## src/rtl/mem_stage_pkg.sv

```systemverilog
// Shared types for the MEM pipeline stage: FSM state, result-select codes,
// and the request / MEM-WB field bundles.
package mem_stage_pkg;

  typedef enum logic {
    MS_IDLE = 1'b0,
    MS_WAIT = 1'b1
  } mem_state_t;

  localparam logic [1:0] RS_ALU = 2'b00;
  localparam logic [1:0] RS_MEM = 2'b01;
  localparam logic [1:0] RS_PC4 = 2'b10;

  // Everything the stage needs to finish an access once the inputs are frozen.
  typedef struct packed {
    logic [31:0] alu_result;
    logic [31:0] wr_data;
    logic [31:0] pc_plus4;
    logic [4:0]  write_addr;
    logic        reg_write;
    logic [1:0]  result_src;
    logic        we;
  } mem_req_t;

  typedef struct packed {
    logic [31:0] alu_result;
    logic [31:0] read_data;
    logic [31:0] pc_plus4;
    logic [4:0]  write_addr;
    logic        reg_write;
    logic [1:0]  result_src;
  } mem_wb_t;

  function automatic logic is_mem_op(input logic mem_write, input logic [1:0] result_src);
    return mem_write | (result_src == RS_MEM);
  endfunction

endpackage

```

## src/rtl/mem_wb_register.sv

```systemverilog
// MEM/WB pipeline register: loads the next fields or a bubble every cycle.
module mem_wb_register
  import mem_stage_pkg::*;
(
  input  logic    clk,
  input  logic    reset,
  input  logic    bubble_i,
  input  mem_wb_t d_i,
  output mem_wb_t q_o
);

  mem_wb_t wb_q;

  always_ff @(posedge clk) begin
    if (reset)         wb_q <= '0;
    else if (bubble_i) wb_q <= '0;
    else               wb_q <= d_i;
  end

  assign q_o = wb_q;

endmodule

```

## src/rtl/memory_stage.sv

```systemverilog
// MEM stage: drives the data-memory handshake, stalls upstream while waiting,
// aborts after MAX_WAIT wait cycles, and feeds the MEM/WB register + result mux.
module memory_stage
  import mem_stage_pkg::*;
#(
  parameter int MAX_WAIT = 15
) (
  input  logic        clk,
  input  logic        reset,
  input  logic [31:0] alu_result_m,
  input  logic [31:0] wr_data_m,
  input  logic [31:0] pc_plus4_m,
  input  logic [4:0]  write_addr_m,
  input  logic        reg_write_m,
  input  logic [1:0]  result_src_m,
  input  logic        mem_write_m,
  output logic        dmem_req,
  output logic        dmem_we,
  output logic [31:0] dmem_addr,
  output logic [31:0] dmem_wdata,
  input  logic        dmem_ack,
  input  logic [31:0] dmem_rdata,
  output logic        stall_m,
  output logic [31:0] alu_result_w,
  output logic [31:0] read_data_w,
  output logic [31:0] pc_plus4_w,
  output logic [4:0]  write_addr_w,
  output logic        reg_write_w,
  output logic [1:0]  result_src_w,
  output logic [31:0] result_w,
  output logic        mem_timeout
);

  localparam int            CW      = $clog2(MAX_WAIT + 1);
  localparam logic [CW-1:0] MAX_CNT = CW'(MAX_WAIT);

  mem_state_t    state_q;
  logic [CW-1:0] cnt_q;
  mem_req_t      hold_q;
  logic          timeout_q;

  mem_req_t req_m, cur;
  logic     mem_op_m, in_wait, complete, abort;
  mem_wb_t  wb_d, wb_q;

  always_comb begin
    req_m            = '0;
    req_m.alu_result = alu_result_m;
    req_m.wr_data    = wr_data_m;
    req_m.pc_plus4   = pc_plus4_m;
    req_m.write_addr = write_addr_m;
    req_m.reg_write  = reg_write_m;
    req_m.result_src = result_src_m;
    req_m.we         = mem_write_m;
  end

  assign mem_op_m = is_mem_op(mem_write_m, result_src_m);
  assign in_wait  = (state_q == MS_WAIT);

  // While waiting the upstream registers are frozen, but the held copy is
  // authoritative so the bus stays stable regardless of what the inputs do.
  assign cur        = in_wait ? hold_q : req_m;
  assign dmem_req   = in_wait | mem_op_m;
  assign dmem_we    = cur.we;
  assign dmem_addr  = {cur.alu_result[31:2], 2'b00};
  assign dmem_wdata = cur.wr_data;

  assign complete = dmem_req & dmem_ack;
  assign abort    = in_wait & ~dmem_ack & (cnt_q == MAX_CNT);
  assign stall_m  = dmem_req & ~dmem_ack & ~abort;

  always_ff @(posedge clk) begin
    if (reset) begin
      state_q   <= MS_IDLE;
      cnt_q     <= '0;
      hold_q    <= '0;
      timeout_q <= 1'b0;
    end else begin
      case (state_q)
        MS_IDLE: begin
          if (mem_op_m) begin
            hold_q <= req_m;
            if (!dmem_ack) begin
              state_q <= MS_WAIT;
              cnt_q   <= CW'(1);
            end
          end
        end
        MS_WAIT: begin
          if (dmem_ack) begin
            state_q <= MS_IDLE;
            cnt_q   <= '0;
          end else if (cnt_q == MAX_CNT) begin
            state_q   <= MS_IDLE;
            cnt_q     <= '0;
            timeout_q <= 1'b1;
          end else begin
            cnt_q <= cnt_q + CW'(1);
          end
        end
        default: state_q <= MS_IDLE;
      endcase
    end
  end

  // Stores (including store+load-select) and aborts write back no memory data.
  always_comb begin
    wb_d            = '0;
    wb_d.alu_result = cur.alu_result;
    wb_d.pc_plus4   = cur.pc_plus4;
    wb_d.write_addr = cur.write_addr;
    wb_d.result_src = cur.result_src;
    wb_d.reg_write  = cur.reg_write & ~abort;
    wb_d.read_data  = (complete && !cur.we) ? dmem_rdata : 32'h0;
  end

  mem_wb_register u_mem_wb (
    .clk      (clk),
    .reset    (reset),
    .bubble_i (stall_m),
    .d_i      (wb_d),
    .q_o      (wb_q)
  );

  assign alu_result_w = wb_q.alu_result;
  assign read_data_w  = wb_q.read_data;
  assign pc_plus4_w   = wb_q.pc_plus4;
  assign write_addr_w = wb_q.write_addr;
  assign reg_write_w  = wb_q.reg_write;
  assign result_src_w = wb_q.result_src;
  assign mem_timeout  = timeout_q;

  always_comb begin
    case (result_src_w)
      RS_MEM:  result_w = read_data_w;
      RS_PC4:  result_w = pc_plus4_w;
      default: result_w = alu_result_w;
    endcase
  end

endmodule

```

## config.mk

```make
export PLATFORM = sky130hd
export DESIGN_NAME = memory_stage
export DESIGN_NICKNAME = d
export VERILOG_FILES = /design/src/rtl/mem_stage_pkg.sv /design/src/rtl/mem_wb_register.sv /design/src/rtl/memory_stage.sv
export SDC_FILE = /design/constraint.sdc
export NUM_CORES = 1
export LEC_CHECK = 0
export BUFFER_PORTS_ARGS = -buffer_cell sky130_fd_sc_hd__clkbuf_2
export CORE_MARGIN = 5
export CORE_UTILIZATION = 50
export DETAILED_ROUTE_END_ITERATION = 6
export PLACE_DENSITY = 0.8
export SLEW_MARGIN = 20
export SYNTH_ARGS = -nofsm -noshare
export SYNTH_HDL_FRONTEND = slang
export SYNTH_HIERARCHICAL = 1
export SYNTH_SLANG_ARGS = --single-unit
export TNS_END_PERCENT = 1
```

## constraint.sdc

```tcl
create_clock -name clk -period 1.7 [get_ports clk]
set_input_delay 0.255 -clock clk [delete_from_list [all_inputs] [get_ports clk]]
set_output_delay 0.255 -clock clk [all_outputs]
set_load 0.01 [all_outputs]
```

==> results.sh <==
export IMPL_drtIter0Drc=556
export IMPL_crit_path_start_kind="flop"
export IMPL_cts_max_level=1
export IMPL_pwr_density_cell_nw_per_um2=942
export IMPL_rsz0062_at_grt="true"
export IMPL_synth_seq_cells=215
export IMPL_grt_antenna_before_repair=0
export IMPL_drt_pass1_iter_count=7
export IMPL_gp_congestion=0.910
export IMPL_drt_antenna_violating_nets=0
export IMPL_slowest_delay_ns=0.38
export IMPL_maxSlewViolCount=0
export IMPL_grt_overflow_total=0
export IMPL_clock_tree_root_cell="clkbuf_16"
export IMPL_insertion_delay_ns=0.52
export IMPL_r2r_start="in_wait$_SDFF_PP0_"
export IMPL_worstPathArrival_ns=1.82
export IMPL_total_power_mw=12.9
export IMPL_rows=51
export IMPL_synth_area_leaders="dfxtp_1 44%, mux2_2 12%, nand2_1 9.2%"
export IMPL_worstHoldStart="wr_data_m[19]"
export IMPL_grt_max_degree=80
export IMPL_synth_cell_types=32
export IMPL_cp_required_ns=1.44
export IMPL_wl_per_cell_um=20.8
export IMPL_cap_viol_max_count=0
export IMPL_portBuffers=341
export IMPL_dieArea_um2=22600
export IMPL_via_per_inst=5.37
export IMPL_synth_most_common_cell="nand2_1"
export IMPL_synth_top_area_cell="dfxtp_1"
export IMPL_hold_viol=0
export IMPL_skew_ns=0.0236
export IMPL_cp_max_fo=21
export IMPL_io_pin_count=344
export IMPL_postLayoutCoreUtil_pct=70.5
export IMPL_peakVddDrop_mv=0.698
export IMPL_grt_pass1_wl_mm=52.1
export IMPL_synth_cells_most_frequent="242 x nand2_1, 215 x dfxtp_1, 109 x a21oi_1"
export IMPL_syn_inst=1060
export IMPL_fmax_ghz=0.483
export IMPL_insertedDiodeCount=0
export IMPL_syn_area_per_cell_um2=9.31
export IMPL_fin_nets=1561
export IMPL_synth_top_area_share_pct=43.6
export IMPL_cts_made_buffers=23
export IMPL_yosysWarnings=6
export IMPL_leakagePower_nw=6.02
export IMPL_grt_pass1_vias=9197
export IMPL_slowest_stage="dfxtp_4"
export IMPL_tns_ns=-27.62
export IMPL_fp_dieW_um=150
export IMPL_seq_area_um2=4310
export IMPL_dp_hpwl_mm=23.5
export IMPL_synth_edf_count=0
export IMPL_syn_area_um2=9860
export IMPL_cts_clk_slew_worst_paths_ns=0.05
export IMPL_min_period_ns=2.07
export IMPL_cts_sinks=215
export IMPL_violations="setup timing"
export IMPL_start_util_pct=50.7
export IMPL_fillers=1354
export IMPL_track_usage_pct=29.5
export IMPL_die_h_um=150
export IMPL_synth_ff_type="dfxtp_1"
export IMPL_fin_ws_ns=-0.371
export IMPL_status="complete, but fails checks"
export IMPL_period_share_pct=122
export IMPL_synthArstFlopShare_pct=0
export IMPL_endpoint_kind="output port"
export IMPL_cts_tree="done"
export IMPL_core_area_um2=19500
export IMPL_cp_startpoint="u_mem_wb/q_o[0]$_SDFF_PP0_"
export IMPL_clk_path_buf_depth=3
export IMPL_area_growth_pct=39.1
export IMPL_worstHoldPathType="input port to flop"
export IMPL_multiInputGateArea_um2=4990
export IMPL_vias=9110
export IMPL_crit_chain="inv_4, ha_4, buf_12, nand2_1, o21ai_1, clkbuf_2"
export IMPL_synth_seq_area_share_pct=43.6
export IMPL_drive_gt1_share_pct=44.3
export IMPL_drt_wl_total_mm=35.4
export IMPL_crit_type="flop to output port"
export IMPL_finalSetupViolCount=97
export IMPL_drcViolationCount=0
## power by group
group / switching, mW / internal [mW]
combinational: 1.32 / 1.22
sequential: 0.234 / 5.34
clock: 2.05 / 2.75
## critical path, delay by kind of cell, from the launching register on
| family | cells | cell delay (ns) |
|---|---|---|
| compound gates | 1 | 0.10 |
| buf+inv | 3 | 0.39 |
| fa+ha+maj | 1 | 0.34 |
| simple gates | 1 | 0.07 |
| flops | 1 | 0.38 |
## final cells by class
| cell class | count | share of cell area (%) |
|---|---|---|
| inverter | 6 | 0.182 |
| clock inverter | 5 | 0.474 |
| clock buffer | 34 | 4.64 |
| multi-input combinational | 689 | 36.3 |
| tap | 265 | 2.42 |
| timing repair buffer | 483 | 24.5 |
| sequential | 215 | 31.4 |
## registers in the layout, summed over array words and instances, names as in the netlist
signal        cells
u_mem_wb/q_o    104
mem_timeout       1
hold_q          105
in_wait           1
cnt_q             4
## per-layer routing
metal	wire, um	GRT usage [%]	vias up	share of wire (%)
li1	-	-	4228	-
met1	13100	33.9	4305	37
met2	17400	50.5	465	49
met3	3050	8.46	112	8.6
met4	1770	14.0	0	5.0
met5	0	0	-	0
## kinds of logic (layout without fill, tap and decap cells)
kind of cell | count (synthesis) | after routing | synth area share, %
AOI/OAI and AO/OA | 185 | 185 | 10.5
adders and majority gates | 3 | 3 | 0.381
buffers and inverters | 157 | 528 | 10.4
DFF | 215 | 215 | 43.6
muxes | 103 | 103 | 11.8
other | 1 | 2 | 0.0380
and+or+nand+nor | 396 | 396 | 23.3
## path summary, 6_finish.rpt
check	to	slack (ns)	depth (start not counted)
min reg2reg	hold_q[37]$_SDFFE_PP0P_	0.45	2
max	result_w[29]	-0.37	6
max reg2reg	u_mem_wb/q_o[43]$_SDFF_PP0_	0.07	7
min	hold_q[60]$_SDFFE_PP0P_	0.01	3
## through the flow
step | hold WS [ns] | setup WS, ns | std cells | area [um^2]
2_1_floorplan | 0.391 | 0.0354 | 1061 | 9870
3_3_place_gp | 0.438 | 0.0275 | 1556 | 11400
3_5_place_dp | 0.444 | -0.000961 | 1556 | 11400
4_1_cts | 0.000856 | -0.381 | 1695 | 13500
5_1_grt | 0.000144 | -0.433 | 1697 | 13700
6_report | 0.0115 | -0.371 | 1697 | 13700
## layout by cell type (no fill, tap or decap), types with 3 or more instances in the layout
cell           synthesis  routed
mux2_4                 0      61
buf_6                 16       5
inv_1                  6       5
dlygate4sd3_1          0      97
a21oi_1              109     108
o21ai_1                0      19
a22oi_1               32      16
clkinv_2               0       3
nor3b_1               45      44
and2_1                32      29
and2_4                 0       3
clkbuf_8               0       4
o21ai_2                0       5
buf_4                 71      21
mux2_2               103      42
nor2_1                 6       6
nand2_2                0      14
a22oi_2                0      16
o21ai_0               35      10
buf_12                 0      18
dfxtp_1              215     211
clkbuf_1              26       9
clkbuf_16              0      25
buf_2                 38      19
nand2_1              242     228
nand3_1                3       3
nor3b_2               61      60
clkbuf_2               0     317
## timing repair
| action | 4_1_cts | 5_1_grt |
|---|---|---|
| gates cloned | 2 | 2 |
| setup buffers | 1 | 0 |
| hold endpoints to repair | 97 | 0 |
| pin swaps | 4 | 8 |
| setup endpoints to repair | 96 | 123 |
| hold buffers | 97 | 0 |
| resized for setup | 111 | 67 |
(Power assumes the default switching activity.)
